### src/rtl/rv32_br_resolve.sv
// Branch/jump resolution: decides direction from the ALU {N,Z,C,V} flags, computes the target,
// and on a mispredict issues a registered PC redirect followed by a multi-cycle flush.
module rv32_br_resolve #(
    parameter int unsigned FLUSH_CYC = 2,
    parameter int unsigned CNT_W     = 16
) (
    input  logic             clk_i,
    input  logic             rst_ni,
    input  logic             valid_i,
    output logic             ready_o,
    input  logic             is_branch_i,
    input  logic             is_jal_i,
    input  logic             is_jalr_i,
    input  logic [2:0]       funct3_i,
    input  logic [3:0]       flg_i,
    input  logic [31:0]      pc_i,
    input  logic [31:0]      imm_i,
    input  logic [31:0]      rs1_i,
    input  logic             pred_taken_i,
    output logic             resp_valid_o,
    output logic             taken_o,
    output logic [31:0]      link_o,
    output logic             redirect_o,
    output logic [31:0]      redirect_pc_o,
    output logic             flush_o,
    output logic             misalign_o,
    output logic [CNT_W-1:0] br_cnt_o,
    output logic [CNT_W-1:0] mis_cnt_o
);

    typedef enum logic [1:0] {S_IDLE, S_RESP, S_FLUSH} state_t;

    state_t           r_state;
    logic [3:0]       r_fcnt;
    logic             r_resp_valid;
    logic             r_taken;
    logic [31:0]      r_link;
    logic             r_redirect;
    logic [31:0]      r_redirect_pc;
    logic             r_flush;
    logic             r_misalign;
    logic [CNT_W-1:0] r_br_cnt;
    logic [CNT_W-1:0] r_mis_cnt;

    logic             w_n, w_z, w_c, w_v;
    logic             w_cond;
    logic             w_illegal;
    logic             w_taken;
    logic [31:0]      w_sum;
    logic [31:0]      w_target;
    logic [31:0]      w_link;
    logic [31:0]      w_next_pc;
    logic             w_misalign;
    logic             w_redirect;
    logic             w_accept;

    assign {w_n, w_z, w_c, w_v} = flg_i;

    always_comb begin
        w_cond = 1'b0;
        case (funct3_i)
            3'b000:  w_cond = w_z;
            3'b001:  w_cond = ~w_z;
            3'b100:  w_cond = w_n ^ w_v;
            3'b101:  w_cond = ~(w_n ^ w_v);
            3'b110:  w_cond = ~w_c;
            3'b111:  w_cond = w_c;
            default: w_cond = 1'b0;
        endcase
    end

    assign w_illegal  = is_branch_i & (funct3_i[2:1] == 2'b01);
    assign w_taken    = is_jal_i | is_jalr_i | (is_branch_i & w_cond);
    assign w_sum      = (is_jalr_i ? rs1_i : pc_i) + imm_i;
    assign w_target   = {w_sum[31:1], w_sum[0] & ~is_jalr_i};
    assign w_link     = pc_i + 32'd4;
    assign w_next_pc  = w_taken ? w_target : w_link;
    assign w_misalign = w_taken & w_target[1];
    // Illegal conditions never redirect, even when the predictor guessed taken.
    assign w_redirect = (w_taken != pred_taken_i) & ~w_illegal & ~w_misalign;

    assign ready_o  = rst_ni & (r_state == S_IDLE);
    assign w_accept = valid_i & ready_o & (is_branch_i | is_jal_i | is_jalr_i);

    always_ff @(posedge clk_i or negedge rst_ni) begin
        if (!rst_ni) begin
            r_state       <= S_IDLE;
            r_fcnt        <= '0;
            r_resp_valid  <= 1'b0;
            r_taken       <= 1'b0;
            r_link        <= '0;
            r_redirect    <= 1'b0;
            r_redirect_pc <= '0;
            r_flush       <= 1'b0;
            r_misalign    <= 1'b0;
            r_br_cnt      <= '0;
            r_mis_cnt     <= '0;
        end else begin
            r_resp_valid <= 1'b0;
            r_redirect   <= 1'b0;
            r_misalign   <= 1'b0;
            case (r_state)
                S_IDLE: begin
                    if (w_accept) begin
                        r_state      <= S_RESP;
                        r_resp_valid <= 1'b1;
                        r_taken      <= w_taken;
                        r_link       <= w_link;
                        r_redirect   <= w_redirect;
                        r_flush      <= w_redirect;
                        r_misalign   <= w_misalign;
                        if (w_redirect) begin
                            r_redirect_pc <= w_next_pc;
                        end
                        // Counters update on the accept edge so the RESP cycle already shows them.
                        if (r_br_cnt != '1) begin
                            r_br_cnt <= r_br_cnt + 1'b1;
                        end
                        if (w_redirect && (r_mis_cnt != '1)) begin
                            r_mis_cnt <= r_mis_cnt + 1'b1;
                        end
                    end
                end
                S_RESP: begin
                    if (r_flush) begin
                        r_state <= S_FLUSH;
                        r_fcnt  <= 4'(FLUSH_CYC - 1);
                    end else begin
                        r_state <= S_IDLE;
                    end
                end
                S_FLUSH: begin
                    if (r_fcnt == '0) begin
                        r_flush <= 1'b0;
                        r_state <= S_IDLE;
                    end else begin
                        r_fcnt <= r_fcnt - 1'b1;
                    end
                end
                default: begin
                    r_flush <= 1'b0;
                    r_state <= S_IDLE;
                end
            endcase
        end
    end

    assign resp_valid_o  = r_resp_valid;
    assign taken_o       = r_taken;
    assign link_o        = r_link;
    assign redirect_o    = r_redirect;
    assign redirect_pc_o = r_redirect_pc;
    assign flush_o       = r_flush;
    assign misalign_o    = r_misalign;
    assign br_cnt_o      = r_br_cnt;
    assign mis_cnt_o     = r_mis_cnt;

endmodule

### config.mk
export PLATFORM = sky130hd
export DESIGN_NAME = rv32_br_resolve
export DESIGN_NICKNAME = d
export VERILOG_FILES = /design/src/rtl/rv32_br_resolve.sv
export SDC_FILE = /design/constraint.sdc
export NUM_CORES = 1
export LEC_CHECK = 0
export ABC_AREA = 1
export CELL_PAD_IN_SITES_DETAIL_PLACEMENT = 0
export CELL_PAD_IN_SITES_GLOBAL_PLACEMENT = 1
export CORE_MARGIN = 5
export CORE_UTILIZATION = 37
export DETAILED_ROUTE_END_ITERATION = 8
export GPL_TIMING_DRIVEN = 0
export MAX_ROUTING_LAYER = met4
export PLACE_DENSITY = 0.89
export SYNTH_ARGS = -nofsm -noshare
export SYNTH_HDL_FRONTEND = slang
export SYNTH_SLANG_ARGS = --single-unit
### constraint.sdc
create_clock -name clk_i -period 2.7 [get_ports clk_i]
set_input_delay 0.675 -clock clk_i [delete_from_list [all_inputs] [get_ports clk_i]]
set_output_delay 0.675 -clock clk_i [all_outputs]
set_load 0.01 [all_outputs]
==> results.txt, run 1 <==
----------------------------------------------------
[GRT]
  Wire length of the first global-routing pass ... 50.24 mm
  Maximum number of pins on one net before global-route repair ... 60
  Global-route congestion overflow total ... 0
  Number of global-route vias before repair ... 9157
  Total GRT Usage ... 24.83%
  Initial antenna violation count ... 2

[Floorplan]
  DIE HEIGHT ... 162.5 µm
  Die width ... 162.5 µm
  Starting Density ... 37.78%
  Full die area ... 26400 µm²
  Number of rows in the core area ... 55
  Core area ... 22780 µm²
  I/O pins ... 212

[Power and ir drop]
  Leakage power total ... 6.430 nW
  Worst IR Drop VDD ... 0.0005763 V
  Sum of internal, switching and leakage power ... 7.686 mW
  PwrDens ... 615.7 nW/µm²

[STA]
  Post-layout minimum cycle time ... 2.729 ns
  Highest Clock Rate ... 366.4 MHz
  Layout Skew ... 0.006349 ns
  Total negative slack ... -0.1796 ns
  Unrepaired setup endpoints after global routing ... true
  Max-Slew Margin vs Limit ... 31.45%
  Final hold violation count ... 0
  Worst Max-Slew Pin Slew ... 1.015 ns
  Final count of negative-setup-slack endpoints ... 10
  Hold Worst Slack ... 0.2093 ns
  Crit path setup slack, layout ... -0.02943 ns
  Period Utilization, post-route ... 101.1%
  Max-slew violation count ... 0

[Clock tree]
  Clock net sink count ... 107
  CTS Buf Count ... 9
  Clock tree from TritonCTS ... built
  Insertion delay to the later sink of the worst-skew pair ... 0.34 ns
  Clock transition at the register clock pins on the worst setup and hold paths after CTS ... 0.07 ns
  H-tree depth ... 3
  Buffers from clock root to sink, at most ... 2
  Number of buffers inserted for hold repair after clock tree synthesis ... 0
  CTS root buffer ... sky130_fd_sc_hd__clkbuf_16

[Final layout]
  Share of layout cells above drive strength 1 ... 13.61%
  Total area of multi-input combinational cells ... 5553 µm²
  P&R area growth vs syn ... 45.09%
  Layout fillers ... 2360
  Sequential cell area ... 2678 µm²
  Fin nets ... 1816

[Routing]
  Mean routed wirelength per cell ... 16.72 µm
  Count of TritonRoute iterations in the first routing pass ... 5
  Residual DRC count ... 0
  DRT iter0 DRCs ... 734
  Total via count after detailed routing ... 9764
  Mean number of vias per cell ... 4.907
  Total wirelength of the detailed-routed design ... 33.27 mm
  Number of nets with antenna violations after detailed routing ... 0

[Synth]
  Most used standard cells in the synthesized netlist ... 609 x sky130_fd_sc_hd__nand2_1, 197 x sky130_fd_sc_hd__inv_1, 107 x sky130_fd_sc_hd__dfrtp_1, 107 x sky130_fd_sc_hd__nor2_1, 93 x sky130_fd_sc_hd__nand3_1
  Mean instance size in the synthesized netlist ... 6.133 µm²
  Post-synth design cell area ... 8605 µm²
  Cell accounting for the most synthesized area ... sky130_fd_sc_hd__dfrtp_1
  Syn. warnings ... 0
  Number of flops mapped to enable cells by yosys ... 0
  Most common cell in the netlist ... sky130_fd_sc_hd__nand2_1
  Main flop type after synthesis ... sky130_fd_sc_hd__dfrtp_1
  Area fraction of the dominant cell type after synthesis ... 31.12%
  Number of nets in the synthesized netlist ... 1549
  Register bit count reported by yosys ... 107
  Async set-reset flop share out of synthesis ... 100.0%
  Cell types with the largest area share after synthesis ... sky130_fd_sc_hd__dfrtp_1 31%, sky130_fd_sc_hd__nand2_1 27%, sky130_fd_sc_hd__inv_1 8.6%
  Sequential-to-total area share from yosys stat ... 31.12%
  Cells after Synth ... 1403
  Number of different library cells in the post-synthesis netlist ... 35

[Worst setup path]
  WP data arrival ... 2.96 ns
  Depth of the worst register-to-register path ... 7
  CP max FO ... 7
  Worst reg-to-reg setup slack ... 0.44 ns
  Critical Path End Type ... flip-flop
  Worst Path Class, Setup ... input port to flip-flop
  Required time of the critical path ... 2.93 ns
  R2r endpoint ... r_fcnt[0]
  Crit Reg-Reg Startpoint ... r_fcnt[0]
  Startpoint Class ... input port

[Placed design]
  HPWL after DPL ... 26.68 mm
  Pre-CTS setup slack ... -1.568 ns
  Gpl congestion ... 0.9791
  Number of input and output port buffers inserted ... 211

[Outcome]
  Run status ... finished, violations left
  Violated checks ... setup timing

[Worst hold path]
  Hold crit path type ... input port to async pin

[Job]
  Number of max-capacitance violations reported ... 0

----------------------------------------------------
[how the worst max path moves through the flow]
| stage | endpoint | cells after the start | slack, ns | startpoint |
|---|---|---|---|---|
| after floorplan | mis_cnt_o[4] | 15 | -0.05 | is_jalr_i |
| after global placement | redirect_pc_o[29] | 8 | -4.85 | rst_ni |
| after detailed placement | redirect_pc_o[29] | 15 | -1.57 | is_jalr_i |
| after CTS | redirect_pc_o[29] | 14 | 0.006 | rs1_i[0] |
| after global routing | mis_cnt_o[6] | 16 | -0.1 | is_jalr_i |
| final | mis_cnt_o[6] | 15 | -0.03 | is_jalr_i |
[where the power goes]
group	switching (mW)	total, mW	internal [mW]
logic	1.92	3.74	1.81
clock network	0.608	1.38	0.775
registers	0.408	2.57	2.16
[cell families (layout without fill, tap and decap cells)]
logic type,count (synthesis),after routing,share of synthesized area (%)
AO/OA/AOI/OAI,93,93,5.613
XOR/XNOR,63,63,6.413
adder cells (fa/ha/maj),36,36,5.322
buffers and inverters,234,506,10.31
flip-flops,107,107,31.12
other,0,2,0
AND/OR/NAND/NOR,870,870,41.22
[through the flow]
step           cell area (µm²)  std cells  utilization, %
2_1_floorplan             8645       1403               -
3_3_place_gp             11150       1927           48.94
4_1_cts                  11890       1970           52.21
6_report                 12480       1990           54.81
5_1_grt                  12480       1990           54.81
3_5_place_dp             11170       1928           49.05
[layout by cell type (no fill, tap or decap), types with 16 or more instances in the layout]
cell type and instances:
sky130_fd_sc_hd__inv_1 186, sky130_fd_sc_hd__nand4_1 16, sky130_fd_sc_hd__nand3_1 81, sky130_fd_sc_hd__nand2_2 41
sky130_fd_sc_hd__nor2_2 17, sky130_fd_sc_hd__nand2_1 563, sky130_fd_sc_hd__buf_4 42, sky130_fd_sc_hd__nor2_1 83
sky130_fd_sc_hd__xor2_1 42, sky130_fd_sc_hd__inv_2 16, sky130_fd_sc_hd__clkdlybuf4s50_1 183, sky130_fd_sc_hd__dfrtp_1 107
sky130_fd_sc_hd__xnor2_1 19, sky130_fd_sc_hd__nor3_1 18, sky130_fd_sc_hd__ha_1 23, sky130_fd_sc_hd__dlygate4sd2_1 18
sky130_fd_sc_hd__o21ai_0 52
[cell type report]
cell class              instances  share of cell area, %
repair buffers                256                  20.41
plain buffers                  30                  1.804
clock buffers                  11                  2.024
well taps                     313                  3.137
clock inverters                 5                 0.4811
flip-flops and latches        107                  21.45
multi-input cells            1062                  44.48
inverters                     204                  6.174
diodes                          2                0.04009
[registers in the layout (all words and copies together), names as in the netlist]
register and count:
resp_valid_o 1, redirect_pc_o 32, misalign_o 1, link_o 32, r_fcnt 4, mis_cnt_o 16, flush_o 1, taken_o 1
redirect_o 1, r_state 2, br_cnt_o 16
[routing by layer]
layer	wire length, µm	track usage [%]	vias up
li1	-	-	4865
met1	15700	35.51	4525
met2	14790	37.91	338
met3	2186	3.417	36
met4	590	4.806	0
met5	0	-	-
[what timing repair did]
item / 4_1_cts / 5_1_grt
setup endpoints to repair: 101 / 48
hold endpoints to repair: 0 / 0
cloned: 1 / 2
buffers inserted: 25 / 16
pin swaps: 23 / 28
gates resized for setup: 97 / 142
[worst max-delay path, cell delays in order]
cell                        delay (ns)
sky130_fd_sc_hd__buf_12           0.11
sky130_fd_sc_hd__clkbuf_16        0.17
sky130_fd_sc_hd__buf_8            0.13
sky130_fd_sc_hd__o21ai_2          0.11
sky130_fd_sc_hd__ha_2             0.20
sky130_fd_sc_hd__inv_2            0.04
sky130_fd_sc_hd__fa_2             0.57
sky130_fd_sc_hd__nand2_2          0.07
sky130_fd_sc_hd__nand2_2          0.09
sky130_fd_sc_hd__nand3_4          0.14
sky130_fd_sc_hd__nor2_4           0.24
sky130_fd_sc_hd__nand2_4          0.12
sky130_fd_sc_hd__clkbuf_16        0.18
sky130_fd_sc_hd__nand2_2          0.05
sky130_fd_sc_hd__nand2_1          0.04
Note: power is estimated with default switching activity, not from simulation.
==> run 2: changes to the inputs <==
- SLEW_MARGIN: unset -> 10
==> run 2 against run 1 <==
  * The run still ends with setup timing left
  * Final cell count shrank 0.15%
  * Critical path depth did not move
  * Core utilization is 0.16 points higher
  * Fmax hardly changed
  * Critical endpoint unchanged
  * Hold slack better by 0.012 ns
==> results.txt, run 2 (synthesized netlist as in run 1, its figures left out) <==
----------------------------------------------------
[Clock tree]
  Insertion delay to the later sink of the worst-skew pair ... 0.35 ns (about the same)
  Buffers from clock root to sink, at most ... 2 (unchanged)
  CTS root buffer ... sky130_fd_sc_hd__clkbuf_16
  CTS Buf Count ... 9 (unchanged)
  Clock tree from TritonCTS ... built
  Clock transition at the register clock pins on the worst setup and hold paths after CTS ... 0.07 ns (about the same)
  Clock net sink count ... 107 (unchanged)
  H-tree depth ... 3 (unchanged)
  Number of buffers inserted for hold repair after clock tree synthesis ... 0 (unchanged)

[STA]
  Crit path setup slack, layout ... -0.03053 ns (-0.001094 ns)
  Final count of negative-setup-slack endpoints ... 11 (+1)
  Highest Clock Rate ... 366.2 MHz (about the same)
  Max-Slew Margin vs Limit ... 30.45% (-1.0 points)
  Final hold violation count ... 0 (unchanged)
  Post-layout minimum cycle time ... 2.731 ns (+0.001094 ns)
  Layout Skew ... 0.007478 ns (+0.001129 ns)
  Worst Max-Slew Pin Slew ... 1.030 ns (+0.01484 ns)
  Unrepaired setup endpoints after global routing ... true
  Period Utilization, post-route ... 101.1% (about the same)
  Max-slew violation count ... 0 (unchanged)

[Final layout]
  P&R area growth vs syn ... 45.51%
  Most common cell after layout, fill and taps aside ... sky130_fd_sc_hd__nand2_1
  Layout fillers ... 2264 (-4.1%)
  Fin nets ... 1813 (-0.17%)
  Commonest non-fill, non-tap cells in the layout ... 558 x sky130_fd_sc_hd__nand2_1, 186 x sky130_fd_sc_hd__clkdlybuf4s50_1, 184 x sky130_fd_sc_hd__inv_1
  Finished Core Util ... 54.97% (+0.16 points)
  Count of non-filler cells in the finished layout ... 1987 (-0.15%)
  Share of layout cells above drive strength 1 ... 14.47% (+0.86 points)

[Floorplan]
  DIE HEIGHT ... 162.5 µm (unchanged)
  Number of rows in the core area ... 55 (unchanged)
  Core area ... 22780 µm² (unchanged)
  Starting Density ... 37.78% (unchanged)
  Die width ... 162.5 µm (unchanged)
  Full die area ... 26400 µm² (unchanged)
  I/O pins ... 212 (unchanged)

[Worst setup path]
  Required time of the critical path ... 2.94 ns (about the same)
  Depth of the worst register-to-register path ... 7 (unchanged)
  Crit Reg-Reg Startpoint ... r_fcnt[0]
  WP data arrival ... 2.97 ns (about the same)
  R2r endpoint ... r_fcnt[0]
  CP max FO ... 7 (unchanged)
  Critical Path End Type ... flip-flop
  Worst reg-to-reg setup slack ... 0.44 ns (about the same)
  Start point of the critical path ... is_jalr_i
  Worst Path Class, Setup ... input port to flip-flop
  Startpoint Class ... input port

[Worst hold path]
  Hold crit path type ... input port to async pin

[GRT]
  Initial antenna violation count ... 2 (unchanged)
  Global-route congestion overflow total ... 0 (unchanged)
  Wire length of the first global-routing pass ... 50.11 mm (-0.26%)
  Total GRT Usage ... 24.76% (-0.070 points)
  Maximum number of pins on one net before global-route repair ... 72 (+20%)
  Number of global-route vias before repair ... 9145 (-0.13%)

[Routing]
  Total wirelength of the detailed-routed design ... 33.15 mm (-0.34%)
  Count of TritonRoute iterations in the first routing pass ... 7 (+2)
  DRT iter0 DRCs ... 712 (-3.0%)
  Residual DRC count ... 0 (unchanged)
  Mean routed wirelength per cell ... 16.68 µm (-0.19%)
  Mean number of vias per cell ... 4.880 (-0.54%)
  Number of nets with antenna violations after detailed routing ... 0 (unchanged)
  Total via count after detailed routing ... 9697 (-0.69%)

[Power and ir drop]
  Sum of internal, switching and leakage power ... 7.679 mW (about the same)
  PwrDens ... 613.3 nW/µm² (-0.39%)
  Leakage power total ... 6.403 nW (-0.42%)
  Worst IR Drop VDD ... 0.0005590 V (-3.0%)

[Placed design]
  Number of input and output port buffers inserted ... 211 (unchanged)
  Cell total after placement ... 1928 (unchanged)
  Gpl congestion ... 0.9791 (unchanged)
  HPWL after DPL ... 26.68 mm (about the same)
  Pre-CTS setup slack ... -1.580 ns (-0.01170 ns)

[Outcome]
  Run status ... finished, violations left
  Violated checks ... setup timing

[Job]
  Number of max-capacitance violations reported ... 0 (unchanged)

----------------------------------------------------
run 2: changes by cell type in the layout (fill, tap and decap cells not counted), moves of 4 or more:
| cell | before | now |
|---|---|---|
| sky130_fd_sc_hd__nand3_1 | 81 | 77 |
| sky130_fd_sc_hd__buf_6 | 3 | 8 |
| sky130_fd_sc_hd__nor2_2 | 17 | 13 |
| sky130_fd_sc_hd__o21ai_0 | 52 | 48 |
| sky130_fd_sc_hd__nand2_1 | 563 | 558 |
| sky130_fd_sc_hd__nor2_4 | 9 | 14 |
| sky130_fd_sc_hd__buf_4 | 42 | 36 |
| sky130_fd_sc_hd__ha_1 | 23 | 19 |
run 2: repair_timing:
item | CTS | global route
gates cloned | 1 | 0
endpoints found under the setup margin | 84 | 48
pin swaps | 21 | 52
buffers inserted | 22 | 18
gates resized for setup | 85 | 181
hold endpoints to repair | 0 | 0
run 2: how the worst max path moves through the flow:
stage	endpoint	slack, ns	cells past startpoint
6_report	mis_cnt_o[6]	-0.03	15
5_1_grt	mis_cnt_o[11]	-0.1	15
4_1_cts	redirect_pc_o[31]	0.002	16
3_5_place_dp	redirect_pc_o[29]	-1.58	15
3_3_place_gp	redirect_pc_o[29]	-4.85	8
2_1_floorplan	mis_cnt_o[4]	-0.05	15
run 2: stage by stage:
stage / TNS, ns / area [µm²] / hold WS [ns]
after detailed placement: -92.75 / 11180 / 0.4645
after floorplan: -0.7738 / 8645 / 0.3794
final: -0.1946 / 12520 / 0.2212
after global placement: -815.81 / 11150 / 0.4569
after global routing: -1.742 / 12520 / 0.2376
after CTS: 0 / 11800 / 0.2305
run 2: per-layer routing:
metal / part of all wire (%) / global-route usage, % / wire, µm / vias to the layer above
met4: 1.5 / 4.152 / 493 / 0
met5: 0 / - / 0 / -
li1: - / - / - / 4863
met3: 6.1 / 3.417 / 2013 / 23
met2: 45 / 37.87 / 14840 / 303
met1: 48 / 35.61 / 15810 / 4508
run 2: cell type report:
| type | count | area [µm²] | share of cell area (%) |
|---|---|---|---|
| repair buffers | 253 | 2492 | 19.91 |
| plain buffers | 30 | 215.2 | 1.719 |
| clock inverters | 5 | 60.06 | 0.4797 |
| flip-flops and latches | 107 | 2678 | 21.38 |
| inverters | 204 | 770.7 | 6.156 |
| diodes | 2 | 5.005 | 0.03997 |
| well taps | 313 | 391.6 | 3.128 |
| clock buffers | 11 | 232.7 | 1.859 |
| multi-input cells | 1062 | 5675 | 45.33 |
run 2: power by group:
group,internal (mW),switching (mW)
logic,1.82,1.95
clock network,0.726,0.607
registers,2.16,0.409
run 2: critical path: stages:
cell and delay, ns:
sky130_fd_sc_hd__buf_12 0.12, sky130_fd_sc_hd__clkbuf_16 0.16, sky130_fd_sc_hd__buf_6 0.12, sky130_fd_sc_hd__o21ai_2 0.12
sky130_fd_sc_hd__ha_2 0.20, sky130_fd_sc_hd__inv_2 0.05, sky130_fd_sc_hd__fa_2 0.61, sky130_fd_sc_hd__nand2_2 0.06
sky130_fd_sc_hd__nand2_2 0.09, sky130_fd_sc_hd__nand3_4 0.14, sky130_fd_sc_hd__nor2_4 0.25, sky130_fd_sc_hd__nand2_4 0.11
sky130_fd_sc_hd__buf_6 0.15, sky130_fd_sc_hd__nand2_1 0.05, sky130_fd_sc_hd__nand2_1 0.05
==> run 3: changes to the inputs <==
- CTS_CLUSTER_DIAMETER: unset -> 100
- HOLD_SLACK_MARGIN: unset -> 0.06
==> results of run 3 <==
The final DEF is identical to that of run 2; final timing and power are the same.
